**config.mk**
```make
export PLATFORM = sky130hd
export DESIGN_NAME = exec_sequencer
export DESIGN_NICKNAME = d
export VERILOG_FILES = /design/src/rtl/exec_pkg.sv /design/src/rtl/ccr_reg.sv /design/src/rtl/exec_sequencer.sv
export SDC_FILE = /design/constraint.sdc
export NUM_CORES = 1
export LEC_CHECK = 0
export ABC_AREA = 1
export CAP_MARGIN = 25
export CORE_UTILIZATION = 44
export CTS_CLUSTER_DIAMETER = 80
export DETAILED_ROUTE_END_ITERATION = 7
export GPL_ROUTABILITY_DRIVEN = 0
export PLACE_DENSITY_LB_ADDON = 0.15
export SLEW_MARGIN = 15
export SYNTH_ARGS = -nofsm -noshare
export SYNTH_HDL_FRONTEND = slang
export SYNTH_SLANG_ARGS = --single-unit
```
**constraint.sdc**
```tcl
create_clock -name clk -period 4 [get_ports clk]
set_clock_uncertainty 0.2 [all_clocks]
set_input_delay 0.8 -clock clk [delete_from_list [all_inputs] [get_ports clk]]
set_output_delay 0.8 -clock clk [all_outputs]
set_load 0.05 [all_outputs]
```
**src/rtl/exec_pkg.sv**
```systemverilog
// exec_pkg: shared constants and types for the execute-stage sequencer
// Function codes the sequencer knows about, FSM state encoding, and
// bit positions of {Z,N,C} inside the condition-code register.
package exec_pkg;
  localparam logic [3:0] FC_NOP = 4'b0000;
  localparam logic [3:0] FC_NOT = 4'b0001;
  localparam logic [3:0] FC_ADD = 4'b0010;
  localparam int CCR_Z = 2;
  localparam int CCR_N = 1;
  localparam int CCR_C = 0;
  typedef enum logic [1:0] {IDLE, ISSUE, CAPTURE, HOLD} state_t;
endpackage

```
**src/rtl/ccr_reg.sv**
```systemverilog
// ccr_reg: 3-bit condition-code register with per-bit masked update
// Ports: clk/rst_n (async active-low reset to 000); en gates the update;
// mask selects which bits load from flags; q is the held {Z,N,C} value.
module ccr_reg (
  input  logic       clk,
  input  logic       rst_n,
  input  logic       en,
  input  logic [2:0] mask,
  input  logic [2:0] flags,
  output logic [2:0] q
);
  always_ff @(posedge clk or negedge rst_n)
    if (!rst_n) q <= '0;
    else if (en) q <= (q & ~mask) | (flags & mask);
endmodule

```
**src/rtl/exec_sequencer.sv**
```systemverilog
// exec_sequencer: execute-stage controller sequencing a registered ALU
// Ports: in_* is the ID/EX valid/ready op input; alu_* drives and samples the
// registered ALU; out_* is the EX/MEM valid/ready result output; ccr holds
// {Z,N,C}; busy is high whenever the FSM is not idle; flush kills the
// in-flight op; rst_n is an asynchronous active-low reset.
module exec_sequencer
  import exec_pkg::*;
#(
  parameter int W     = 16,
  parameter int FC_W  = 4,
  parameter int DST_W = 3
) (
  input  logic             clk,
  input  logic             rst_n,
  input  logic             flush,
  input  logic             in_valid,
  output logic             in_ready,
  input  logic [FC_W-1:0]  in_fc,
  input  logic [W-1:0]     in_a,
  input  logic [W-1:0]     in_b,
  input  logic [DST_W-1:0] in_dst,
  input  logic [2:0]       in_fmask,
  output logic             alu_en,
  output logic [FC_W-1:0]  alu_fc,
  output logic [W-1:0]     alu_a,
  output logic [W-1:0]     alu_b,
  input  logic [W-1:0]     alu_out,
  input  logic             alu_z,
  input  logic             alu_n,
  input  logic             alu_c,
  output logic             out_valid,
  input  logic             out_ready,
  output logic [W-1:0]     out_result,
  output logic [DST_W-1:0] out_dst,
  output logic [2:0]       ccr,
  output logic             busy
);
  state_t           state, state_d;
  logic [FC_W-1:0]  fc_q;
  logic [W-1:0]     a_q, b_q;
  logic [DST_W-1:0] dst_q;
  logic [2:0]       fmask_q, flags;
  logic             start, capture;
  always_ff @(posedge clk or negedge rst_n)
    if (!rst_n) state <= IDLE;
    else state <= state_d;
  // Flush wins over everything; a non-NOP accept (from IDLE or on the HOLD
  // transfer cycle) always enters ISSUE.
  always_comb
    state_d = flush ? IDLE :
              start ? ISSUE :
              state == ISSUE ? CAPTURE :
              state == CAPTURE ? HOLD :
              (state == HOLD && !out_ready) ? HOLD : IDLE;
  // in_ready is gated by rst_n so it stays low while reset is held and rises
  // only once reset is released.
  always_comb begin
    in_ready  = rst_n && !flush && (state == IDLE || (state == HOLD && out_ready));
    out_valid = !flush && state == HOLD;
    alu_en    = state == ISSUE;
    busy      = state != IDLE;
    start     = in_valid && in_ready && in_fc != FC_W'(FC_NOP);
    capture   = state == CAPTURE && !flush;
  end
  always_ff @(posedge clk or negedge rst_n)
    if (!rst_n) begin
      fc_q       <= '0;
      a_q        <= '0;
      b_q        <= '0;
      dst_q      <= '0;
      fmask_q    <= '0;
      out_result <= '0;
      out_dst    <= '0;
    end else begin
      if (start) begin
        fc_q    <= in_fc;
        a_q     <= in_a;
        b_q     <= in_b;
        dst_q   <= in_dst;
        fmask_q <= in_fmask;
      end
      if (capture) begin
        out_result <= alu_out;
        out_dst    <= dst_q;
      end
    end
  always_comb begin
    alu_fc       = fc_q;
    alu_a        = a_q;
    alu_b        = b_q;
    flags        = '0;
    flags[CCR_Z] = alu_z;
    flags[CCR_N] = alu_n;
    flags[CCR_C] = alu_c;
  end
  ccr_reg u_ccr (
    .clk  (clk),
    .rst_n(rst_n),
    .en   (capture),
    .mask (fmask_q),
    .flags(flags),
    .q    (ccr)
  );
endmodule

```
==> flow_metrics.py, run 1 <==
metrics = {
    "cells_and_area": {
        "nFillCells": 474,
        "ff_latch_area_um2": 1652,
        "final_common_cell": "nand2_1",
        "layout-drive-gt1-share": 0.06961,
        "nets": 492,
        "multi_input_area_um2": 913.4,
        "diodes": 0,
        "final_cell_mix": "nand2_1 (153), clkdlybuf4s50_1 (125), dfrtp_1 (66)",
        "finalNonFillerCells": 506,
        "areaGrowthSynthToFinish_pct": 56.44,
    },
    "grt": {
        "grt_usage": 0.2046,
        "grt_pass1_wl_um": 9777,
        "grt-ovfl-total": 0,
        "antenna_found_initial": 0,
        "grt_pass1_vias": 2126,
        "grt_max_degree": 67,
    },
    "clocking": {
        "cts_tree": "done",
        "cts_resized": 0,
        "post_cts_buffers": 0,
        "numCtsBuffers": 9,
        "hold_buffers": 0,
        "clk_pin_slew_ps": 70,
        "root_buffer": "clkbuf_8",
        "cts_num_sinks": 66,
        "clock_latency_ps": 330,
        "cts.path.max_buffers": 2,
        "htree_levels": 3,
    },
    "floorplanning": {
        "die_h_um": 80.08,
        "start_util": 0.4558,
        "fp.dieW_um": 80.08,
        "die-area_um2": 6413,
        "coreArea_um2": 5886,
        "pin_count": 128,
        "row_count": 28,
    },
    "timing": {
        "tightest_slew_ps": 810.2,
        "post-route-period-util": 0.8582,
        "tns_ps": 0,
        "setup_viol": 0,
        "timing_hold_violations_final": 0,
        "fmax_mhz": 291.3,
        "rsz0062_at_grt": "false",
        "layout_min_cycle_time_ps": 3433,
        "drv_slew": 0,
        "maxSlewHeadroom": 0.4599,
    },
    "critical_path": {
        "worstPathMaxFanout": 5,
        "crit_family": "buffers and inverters",
        "max_stage_delay_ps": 830,
        "path_class": "input port to output port",
        "critPathBufInv": 2,
        "start_kind": "input port",
        "critPathMostFrequentCell": "clkdlybuf4s50_1",
        "path_cells": "clkdlybuf4s50_1 -> nor3_1 -> clkdlybuf4s50_1",
        "crit_path_end_kind": "output port",
        "crit_arrival_ps": 2430,
        "slowest_stage": "clkdlybuf4s50_1",
        "required_ps": 3000,
    },
    "drt": {
        "ant_nets": 0,
        "routed_wl_um": 6508,
        "viasPerCell": 4.674,
        "drc": 0,
        "wire_per_inst_um": 12.86,
        "drtIter0Drc": 124,
        "vias": 2365,
        "drtPass1Iterations": 4,
    },
    "pwr": {
        "seqPwrFrac": 0.342,
        "intPower_mw": 1.582,
        "power.share.clock": 0.206,
        "pwr-share-comb": 0.452,
        "leakage_nw": 1.994,
        "power_density_nw_per_um2": 657.0,
        "irDropWorstVdd_v": 0.0003807,
        "switching_power_mw": 1.175,
        "swShare": 0.4261,
    },
    "synth": {
        "ys_types": 19,
        "synth_top_area_frac": 0.6157,
        "yosysSeqAreaShare": 0.6157,
        "synth_nets": 365,
        "synthTopCellsByArea": "dfrtp_1 (62%), nand2_1 (21%), o21ai_0 (7.8%)",
        "avgSynthCellArea_um2": 8.972,
        "synth_warnings": 0,
        "ys_ff_latch": 66,
        "syn_area_um2": 2683,
        "netlist_instances": 299,
        "yosysTopAreaCell": "dfrtp_1",
    },
    "place": {
        "dp_cells": 490,
        "port_buffers": 127,
        "hpwlAfterDp_um": 4303,
    },
    "outcome": {
        "outcome": "finished clean",
    },
    "run": {
        "maxCapViolations": 0,
    },
    "min_path": {
        "hp-class": "flip-flop to flip-flop",
    },
}
-- sequential cells by signal (all words and copies together) (netlist names), named ones only --
name / count
alu_fc: 4
state: 2
out_result: 16
alu_a: 16
out_dst: 3
alu_b: 16
fmask_q: 3
dst_q: 3
-- path summary, 6_finish.rpt --
kind / from / end / slack [ps] / depth (start not counted)
max: flush / out_valid / 570 / 3
min: dst_q[0] / out_dst[0] / 270 / 2
max reg2reg: state[0] / alu_b[1] / 2030 / 7
min reg2reg: dst_q[0] / out_dst[0] / 270 / 2
max in group asynchronous: rst_n / alu_b[6] / 2600 / 2
min in group asynchronous: rst_n / out_result[1] / 470 / 2
-- cell families after synthesis --
logic type	synth area share
simple gates	0.2603
flops	0.6157
compound gates	0.08022
buf+inv	0.04384
-- final cells by class --
type | instances | share of cell area
Tap cell | 75 | 0.02236
Timing Repair Buffer | 131 | 0.3113
Inverter | 7 | 0.006261
Clock inverter | 4 | 0.01193
Sequential cell | 66 | 0.3936
Clock buffer | 12 | 0.03697
Multi-Input combinational cell | 211 | 0.2177
-- power by group through the flow --
| stage | logic [mW] | clock network (mW) | registers, mW |
|---|---|---|---|
| CTS | 1.26 | 0.578 | 0.944 |
| detailed placement | 1.26 | 0 | 0.954 |
| global placement | 1.24 | 0 | 0.945 |
| floorplan | 0.175 | 0 | 1.55 |
| finish | 1.25 | 0.568 | 0.943 |
| global route | 1.31 | 0.604 | 0.963 |
-- routing by layer --
layer | vias to the layer above | part of all wire | track usage
li1 | 1188 | - | -
met1 | 1087 | 0.44 | 0.2609
met2 | 83 | 0.47 | 0.3205
met3 | 7 | 0.078 | 0.06023
met4 | 0 | 0.014 | 0.09643
met5 | - | 0 | 0
-- through the flow --
step                setup slack, ps  utilization  hold WS (ps)  area, um2  power [mW]
floorplan                      1103            -         242.7       2683       1.728
global placement              613.6       0.6781         249.9       3991       2.187
detailed placement            574.2       0.6781         256.5       3991       2.209
CTS                           571.0       0.7130         274.0       4197       2.779
global route                  553.0       0.7130         291.4       4197       2.881
finish                        567.2       0.7130         271.1       4197       2.757
-- cell usage after synthesis --
cell,n
a21oi_1,1
buf_2,3
buf_6,4
clkbuf_1,7
clkbuf_2,1
dfrtp_1,66
inv_1,5
inv_2,2
nand2_1,153
nand2_2,2
nand2_4,1
nand3_1,3
nand3_4,1
nor2_1,4
nor2_4,1
nor2_8,1
nor3_1,1
nor3_4,1
o21ai_0,42
-- worst reg2reg max path, delay by kind of cell, from the launching register on --
| family | cells | cell delay (ps) |
|---|---|---|
| buf+inv | 1 | 270 |
| flops | 1 | 460 |
| simple gates | 6 | 960 |
Note: power is estimated with default switching activity, not from simulation.
==> run 2: changes to the inputs <==
- HOLD_SLACK_MARGIN: default -> 0.08
==> results of run 2 <==
The final DEF is identical to that of run 1; final timing and power are the same.
